**config.mk**
```make
export PLATFORM = sky130hd
export DESIGN_NAME = des_out_serializer
export DESIGN_NICKNAME = d
export VERILOG_FILES = /design/src/rtl/des_pkg.sv /design/src/rtl/des_block_fifo.sv /design/src/rtl/des_out_serializer.sv
export SDC_FILE = /design/constraint.sdc
export NUM_CORES = 1
export LEC_CHECK = 0
export BUFFER_PORTS_ARGS = -buffer_cell sky130_fd_sc_hd__buf_2
export CAP_MARGIN = 25
export CORE_UTILIZATION = 53
export DETAILED_ROUTE_END_ITERATION = 6
export GPL_TIMING_DRIVEN = 1
export MAX_ROUTING_LAYER = met4
export PLACE_DENSITY = 0.75
export SLEW_MARGIN = 20
export SYNTH_ARGS = -nofsm -noshare
export SYNTH_HDL_FRONTEND = slang
export SYNTH_SLANG_ARGS = --single-unit
```
**constraint.sdc**
```tcl
create_clock -name clk_in -period 4 [get_ports clk_in]
set_input_delay 0.2 -clock clk_in [delete_from_list [all_inputs] [get_ports clk_in]]
set_output_delay 0.2 -clock clk_in [all_outputs]
set_load 0.005 [all_outputs]
```
**src/rtl/des_pkg.sv**
```systemverilog
// Shared types for the DES output byte serializer.
// Block/byte widths, state encoding and byte-lane helpers.
package des_pkg;

  localparam int DES_BLOCK_W = 64;
  localparam int DES_BYTE_W  = 8;
  localparam int DES_BYTES   = DES_BLOCK_W / DES_BYTE_W;
  localparam int DES_CNT_W   = $clog2(DES_BYTES);

  typedef logic [DES_BLOCK_W-1:0] des_block_t;
  typedef logic [DES_BYTE_W-1:0]  des_byte_t;

  typedef enum logic {
    SER_IDLE,
    SER_SEND
  } ser_state_e;

  function automatic des_byte_t pick_byte(
    input des_block_t b,
    input bit         msb
  );
    return msb ? b[DES_BLOCK_W-1 -: DES_BYTE_W]
               : b[DES_BYTE_W-1:0];
  endfunction

  function automatic des_block_t shift_byte(
    input des_block_t b,
    input bit         msb
  );
    return msb
      ? {b[DES_BLOCK_W-DES_BYTE_W-1:0], {DES_BYTE_W{1'b0}}}
      : {{DES_BYTE_W{1'b0}}, b[DES_BLOCK_W-1:DES_BYTE_W]};
  endfunction

endpackage

```
**src/rtl/des_block_fifo.sv**
```systemverilog
// Circular DEPTH x 64 block buffer with occupancy counter.
// A push while full is taken only when a pop happens on the same edge.
module des_block_fifo
  import des_pkg::*;
#(
  parameter int DEPTH = 2
) (
  input  logic                         clk_in,
  input  logic                         rst_in,
  input  logic                         push,
  input  des_block_t                   push_data,
  input  logic                         pop,
  output des_block_t                   pop_data,
  output logic                         full,
  output logic                         empty,
  output logic [$clog2(DEPTH+1)-1:0]   count
);

  localparam int CNT_W = $clog2(DEPTH+1);
  localparam int PTR_W = (DEPTH > 1) ? $clog2(DEPTH) : 1;

  des_block_t       mem [DEPTH];
  logic [PTR_W-1:0] wr_ptr;
  logic [PTR_W-1:0] rd_ptr;
  logic [CNT_W-1:0] cnt_q;
  logic             do_push;
  logic             do_pop;

  function automatic logic [PTR_W-1:0] ptr_nxt(
    input logic [PTR_W-1:0] p
  );
    return (p == PTR_W'(DEPTH-1)) ? '0 : p + 1'b1;
  endfunction

  assign empty    = (cnt_q == '0);
  assign full     = (cnt_q == CNT_W'(DEPTH));
  assign count    = cnt_q;
  assign pop_data = mem[rd_ptr];
  assign do_pop   = pop && !empty;
  assign do_push  = push && (!full || do_pop);

  always_ff @(posedge clk_in or posedge rst_in) begin
    if (rst_in) begin
      wr_ptr <= '0;
      rd_ptr <= '0;
      cnt_q  <= '0;
    end else begin
      if (do_push)
        wr_ptr <= ptr_nxt(wr_ptr);
      if (do_pop)
        rd_ptr <= ptr_nxt(rd_ptr);
      if (do_push && !do_pop)
        cnt_q <= cnt_q + 1'b1;
      else if (do_pop && !do_push)
        cnt_q <= cnt_q - 1'b1;
    end
  end

  // Storage needs no reset; only pointers/occupancy define validity.
  always_ff @(posedge clk_in) begin
    if (do_push)
      mem[wr_ptr] <= push_data;
  end

endmodule

```
**src/rtl/des_out_serializer.sv**
```systemverilog
// Buffers 64-bit DES blocks and streams them out byte-wise
// over valid/ready, flagging the final byte of each block.
module des_out_serializer
  import des_pkg::*;
#(
  parameter int DEPTH     = 2,
  parameter bit MSB_FIRST = 1'b1
) (
  input  logic        clk_in,
  input  logic        rst_in,
  input  logic [63:0] data_in,
  input  logic        data_in_valid,
  output logic [7:0]  byte_out,
  output logic        byte_out_valid,
  input  logic        byte_out_ready,
  output logic        byte_out_last,
  output logic        busy,
  output logic        overflow
);

  localparam int CNT_W = $clog2(DEPTH+1);

  ser_state_e           state_q;
  ser_state_e           state_d;
  des_block_t           shift_q;
  logic [DES_CNT_W-1:0] cnt_q;
  logic                 ovf_q;

  logic                 fifo_pop;
  logic                 fifo_full;
  logic                 fifo_empty;
  logic [CNT_W-1:0]     fifo_count;
  des_block_t           fifo_data;

  logic                 hs;
  logic                 at_last;
  logic                 dropped;

  des_block_fifo #(
    .DEPTH (DEPTH)
  ) u_fifo (
    .clk_in    (clk_in),
    .rst_in    (rst_in),
    .push      (data_in_valid),
    .push_data (data_in),
    .pop       (fifo_pop),
    .pop_data  (fifo_data),
    .full      (fifo_full),
    .empty     (fifo_empty),
    .count     (fifo_count)
  );

  assign hs      = byte_out_valid && byte_out_ready;
  assign at_last = (cnt_q == DES_CNT_W'(DES_BYTES-1));
  // Full with no same-edge pop means the incoming block is lost.
  assign dropped = data_in_valid && fifo_full && !fifo_pop;

  always_comb begin
    state_d  = state_q;
    fifo_pop = 1'b0;
    unique case (state_q)
      SER_IDLE: begin
        if (!fifo_empty) begin
          fifo_pop = 1'b1;
          state_d  = SER_SEND;
        end
      end
      SER_SEND: begin
        if (hs && at_last) begin
          if (!fifo_empty)
            fifo_pop = 1'b1;
          else
            state_d = SER_IDLE;
        end
      end
      default: state_d = SER_IDLE;
    endcase
  end

  always_ff @(posedge clk_in or posedge rst_in) begin
    if (rst_in)
      state_q <= SER_IDLE;
    else
      state_q <= state_d;
  end

  always_ff @(posedge clk_in or posedge rst_in) begin
    if (rst_in) begin
      shift_q <= '0;
      cnt_q   <= '0;
      ovf_q   <= 1'b0;
    end else begin
      if (dropped)
        ovf_q <= 1'b1;
      if (fifo_pop) begin
        shift_q <= fifo_data;
        cnt_q   <= '0;
      end else if (hs) begin
        shift_q <= at_last ? '0 : shift_byte(shift_q, MSB_FIRST);
        cnt_q   <= cnt_q + 1'b1;
      end
    end
  end

  assign byte_out       = pick_byte(shift_q, MSB_FIRST);
  assign byte_out_valid = (state_q == SER_SEND);
  assign byte_out_last  = byte_out_valid && at_last;
  assign busy           = (fifo_count != '0) || byte_out_valid;
  assign overflow       = ovf_q;

endmodule

```
# Word level (Yosys, flattened, before mapping)
# Memories as Yosys holds them, arrays and structs flattened.
# Index checks and enable logic that the tools add are counted.
# W data, S select, Z words.
# totals
register_bits,73
ram_bits,128
inputBits,68
word_cells,52
n_memories,1
# mem_list
memory,words,width,read_ports,rd_clocked_by_memory_dff,write_ports,line,rtl
u_fifo.mem,2,64,1,0,1,des_block_fifo.sv:22,des_block_t mem [DEPTH];
# classes
addsub,5
n_eq_ne,2
mux,16
bitwise,1
reduce_logical,20
# ops
op,count
$mux W64,3
$logic_and A1 B1 Y1,9
$mux W1,7
$mux W3,2
$reduce_bool A2 Y1,3
$logic_not A1 Y1,5
$mux W2,2
$pmux W1 S2,2
$add A3 B1 Y3 const B,1
$eq A3 B3 Y1 const B,1
$add A1 B1 Y1 const B,2
$add A2 B1 Y2 const B,1
$eq A2 B2 Y1 const B,1
$logic_not A2 Y1,1
$logic_or A1 B1 Y1,2
$sub A2 B1 Y2 const B,1
$not A1 Y1,1

# Longest topological paths before layout
# logic_depth
word_depth,11
depth_mapped,10
mapped_depth_nobuf,9

# Hierarchy
# From an unflattened synthesis, not the netlist that was laid out.
# unflattened
cells_unflattened,583
hier_area_um2,8619.5
# by_module_without_submodules
mod,instances,cells_per_inst,area_per_inst_um2,seq_area_each_um2
des_block_fifo,1,219,5037.3,3943.8
des_out_serializer,1,364,3582.2,1726.7

# Least setup slack after synthesis
# Ideal clock, no wire load.
# synth_path
path_kind,register to register
from,register cnt_q[0]
to,memory u_fifo.mem[0][0] (netlist bit) (enable)
setup_time_ps,486
arrival_ps,3755
setup_slack_ps,-242
stages_incl_launch_ff,7
n_path_buf,1
cell_sequence,dfrtp_1 -> ha_1 -> ha_1 -> a21bo_2 -> buf_2 -> o21ai_0 -> nor2_1
# synth_between
elab_chain_len,9
# synth_lines
item,line,rtl
start: declaration,des_out_serializer.sv:26,logic [DES_CNT_W-1:0] cnt_q;
start signal: assignment,des_out_serializer.sv:100,cnt_q <= cnt_q + 1'b1;
$eq A3 B3 Y1,des_out_serializer.sv:54,assign at_last = (cnt_q == DES_CNT_W'(DES_BYTES-1));
$logic_and A1 B1 Y1,des_out_serializer.sv:69,if (hs && at_last) begin
$mux W1,des_out_serializer.sv:69,
$pmux W1 S2,des_out_serializer.sv:61,unique case (state_q)
$logic_and A1 B1 Y1,des_block_fifo.sv:39,assign do_pop = pop && !empty;
$logic_or A1 B1 Y1,des_block_fifo.sv:40,assign do_push = push && (!full || do_pop);
$logic_and A1 B1 Y1,des_block_fifo.sv:40,
$mux W1,des_block_fifo.sv:61,if (do_push)
$mux W1 (not written as such),des_block_fifo.sv:62,mem[wr_ptr] <= push_data;
end: declaration,des_block_fifo.sv:22,
# No other way between the ends.

# Worst setup path in the final report
# layout_path
from,register cnt_q[0]
to,"register u_fifo.cnt_q[1], in the netlist u_fifo.count[1]"
# layout_between
elab_chain_len,10
word_cells_on_any_way,13
classes_between,1 x eq/ne; 3 x mux; 9 x reduce/logical
# layout_lines
item,line,rtl
$eq A3 B3 Y1 (*),des_out_serializer.sv:54,
$logic_and A1 B1 Y1 (*),des_out_serializer.sv:69,
$mux W1 (*),des_out_serializer.sv:69,
$pmux W1 S2 (*),des_out_serializer.sv:61,
$logic_and A1 B1 Y1 (*),des_block_fifo.sv:39,
$logic_or A1 B1 Y1,des_block_fifo.sv:40,
$logic_and A1 B1 Y1,des_block_fifo.sv:40,
$logic_not A1 Y1,des_block_fifo.sv:54,else if (do_pop && !do_push)
$logic_and A1 B1 Y1,des_block_fifo.sv:54,
$reduce_bool A2 Y1 (no source line),-,
end signal: assignment,des_block_fifo.sv:53,cnt_q <= cnt_q + 1'b1;
end signal: assignment,des_block_fifo.sv:55,cnt_q <= cnt_q - 1'b1;
end: declaration,des_block_fifo.sv:25,logic [CNT_W-1:0] cnt_q;
# Every way passes the cells marked *; elsewhere a longest branch is shown, timed or not.
# A chain may end at the register's enable or synchronous reset.

==> run_results.csv <==
group,metric,value,unit
routing,routed_wl,16.95,mm
timing,finalSetupViolCount,0,
clocking,cts.sinks,201,
routing,drt_iter0_drc,564,
worst_setup_path,reg2reg_slack,1.51,ns
floorplanning,io_pins,80,
worst_setup_path,reg2reg_depth,9,
grt,grt_usage,22.29,%
routing,dr.pass1.iters,5,
grt,grt_pass1_wl,27.50,mm
grt,grt_max_degree,65,
worst_setup_path,end_kind,"flip-flop",
routing,post_drt_wl_per_cell,18.15,um
worst_setup_path,worstPathRequired,4.40,ns
floorplanning,die_area,0.01627,mm^2
floorplanning,die_h,127.6,um
clocking,cts_buffer_depth,3,
power,power.leakage,3.781,nW
cells_and_area,fin_util,66.44,%
place,hpwlAfterDp,9.739,mm
place,port_buffers,79,
synthesis,synth-edff-count,128,
synthesis,synth.distinct_cells,32,
cells_and_area,diodes,0,
floorplanning,core_area,0.01531,mm^2
timing,finalCritPeriodShare,62.23,%
place,gp_congestion,0.8033,
timing,worstMarginPinSlew,0.9895,ns
power,p_total,6.711,mW
synthesis,synth_area_leaders,"edfxtp_1 46%, dfrtp_1 22%, mux2_2 7.7%",
worst_setup_path,regToRegEndpoint,"u_fifo.count[1]",
floorplanning,die_width,127.6,um
synthesis,synth.top_cell.area_share,46.01,%
worst_setup_path,start_kind,"flip-flop",
synthesis,async_flop_share,36.32,%
clocking,clk_pin_slew,0.06,ns
clocking,cts_resized,0,
clocking,cts.htree.levels,1,
worst_setup_path,path_max_fanout,3,
synthesis,yosys.area.top_type,"edfxtp_1",
floorplanning,start_util,54.55,%
routing,via_count,5350,
timing,timing.slew.headroom,34.04,%
floorplanning,rows,45,
synthesis,synth_cells,594,
timing,fmax,401.7,MHz
clocking,clk_latency,0.48,ns
routing,route.antenna.remaining_nets,0,
synthesis,ys_seq_area_share,67.87,%
worst_setup_path,crit_type,"reg -> reg",
timing,clock_skew,0.01094,ns
cells_and_area,fin_nets,780,
timing,fin_crit,2.489,ns
clocking,tritoncts,"yes",
grt,grt_overflow,0,
synthesis,synth_flop_cell,"edfxtp_1",
synthesis,synth_warnings,0,
clocking,numCtsBuffers,20,
hold_path,min_to,"overflow",
worst_setup_path,rr_startpoint,"cnt_q[0]",
grt,first_global_vias,5364,
grt,antenna_found_initial,0,
hold_path,min_path_type,"in -> reg",
cells_and_area,fillers,1098,
synthesis,synth_nets,665,
hold_path,min_delay_path_depth,3,
clocking,cts-root-buf,"clkbuf_16",
synthesis,ys_seq_elements,201,
synthesis,syn_area_per_cell,14.06,um^2
hold_path,hold_path_startpoint,"data_in_valid",
timing,rsz0062_at_grt,"no",
worst_setup_path,cp_data_arrival_time,2.89,ns
routing,route.detailed.drc,0,
cells_and_area,drive_gt1_share,26.14,%
timing,hold_viol,0,
cells_and_area,areaGrowthSynthToFinish,21.79,%
routing,via_per_inst,5.728,
power,ir_worst_vdd,0.3760,mV
synthesis,netlist_area,0.008354,mm^2
power,p_per_area,659.5,mW/mm^2
outcome,status,"finished clean",
run,maxCapViolations,0,
timing,slew_viol_final,0,
synth_stat cells, types with 6 or more instances:
master     instances
nand3_1           56
buf_2             17
edfxtp_1         128
nand3b_1          55
buf_6              6
inv_1              7
dfrtp_1           73
a21oi_1           56
buf_4              9
clkbuf_1          26
mux2_2            57
mux2i_1            8
a31oi_1           56
o2bb2ai_1          8
timing repair:
item,in CTS,in global routing
setup buffers,0,0
setup endpoints to repair,0,0
hold buffers,65,0
hold endpoints to repair,164,0
metrics by stage:
stage,setup slack [ns],std cells,setup TNS [ns],hold slack (ns),area (um^2)
2_1_floorplan,-0.2419,594,-30.96,0.2989,8354
3_3_place_gp,1.560,831,0,0.3818,8777
3_5_place_dp,1.443,832,0,0.3910,8805
4_1_cts,1.438,933,0,0.008123,10150
5_1_grt,1.325,934,0,0.02445,10170
6_report,1.511,934,0,0.008656,10170
power by group:
part	total (mW)	internal, mW	leakage (nW)	switching (mW)
registers	3.17	2.84	2.02	0.323
clock network	1.94	1.20	0.348	0.748
logic	1.60	0.742	1.41	0.860
layout make-up:
cell class	count	area, um^2	share of cell area (%)
clock buffer	29	615.6	6.050
timing repair buffer	154	1154	11.34
clock inverter	7	83.83	0.8239
sequential	201	5672	55.74
inverter	7	26.28	0.2582
multi-input combinational	325	2360	23.19
tap	211	264.0	2.595
state kept, by name, summed over array words and instances (netlist names):
signal          count
u_fifo.count        2
cnt_q               3
u_fifo.rd_ptr       1
u_fifo.wr_ptr       1
shift_q            64
u_fifo.mem        128
overflow            1
byte_out_valid      1
logic make-up after synthesis:
family                   share of synthesized area (%)
AO/OA/AOI/OAI                                    9.106
flip-flops                                       67.87
AND/OR/NAND/NOR                                  9.151
XOR/XNOR                                        0.5243
multiplexers                                     8.642
adder cells (fa/ha/maj)                         0.4494
buffers and inverters                            4.253
routing by layer:
layer	routed length [um]	GRT usage (%)	vias to the layer above	share of wire (%)
met3	792	2.596	38	4.7
li1	-	-	2482	-
met1	7104	29.05	2634	42
met5	0	-	-	0
met4	576	8.473	0	3.4
met2	8478	36.26	196	50
worst max-delay path, stage by stage, from the launching register on:
cell and delay, ns:
dfrtp_1 0.39, ha_1 0.20, ha_1 0.21, a21bo_2 0.22, o21ai_0 0.57, inv_1 0.17, ha_1 0.24, xor2_1 0.14
nor2_1 0.12, xor2_1 0.16
worst max path at each step:
stage,startpoint,end,slack (ns),cells past startpoint
6_report,cnt_q[0],u_fifo.count[1],1.51,9
5_1_grt,cnt_q[0],u_fifo.count[1],1.33,9
4_1_cts,u_fifo.count[0],u_fifo.count[1],1.44,6
3_5_place_dp,u_fifo.count[0],u_fifo.count[1],1.44,6
3_3_place_gp,u_fifo.count[0],u_fifo.count[1],1.56,6
2_1_floorplan,cnt_q[0],u_fifo.mem[0][0],-0.24,6
cells in the final DEF, fill, tap and decap left out, types with 2 or more instances in the layout:
| master | instances |
|---|---|
| edfxtp_1 | 128 |
| buf_2 | 79 |
| dfrtp_1 | 72 |
| dlygate4sd3_1 | 65 |
| mux2_2 | 57 |
| nand3_1 | 56 |
| a21oi_1 | 56 |
| a31oi_1 | 56 |
| nand3b_1 | 55 |
| clkbuf_16 | 21 |
| mux2i_1 | 8 |
| o2bb2ai_1 | 8 |
| buf_4 | 8 |
| inv_1 | 6 |
| clkbuf_8 | 6 |
| xnor2_1 | 3 |
| ha_1 | 3 |
| o21ai_0 | 2 |
| nand2b_1 | 2 |
| nor2_4 | 2 |
| a22o_1 | 2 |
| xor2_1 | 2 |
| clkinv_1 | 2 |
| clkinv_2 | 2 |
| clkbuf_1 | 2 |
| bufinv_16 | 2 |
Power figures use the tool's default switching activity.
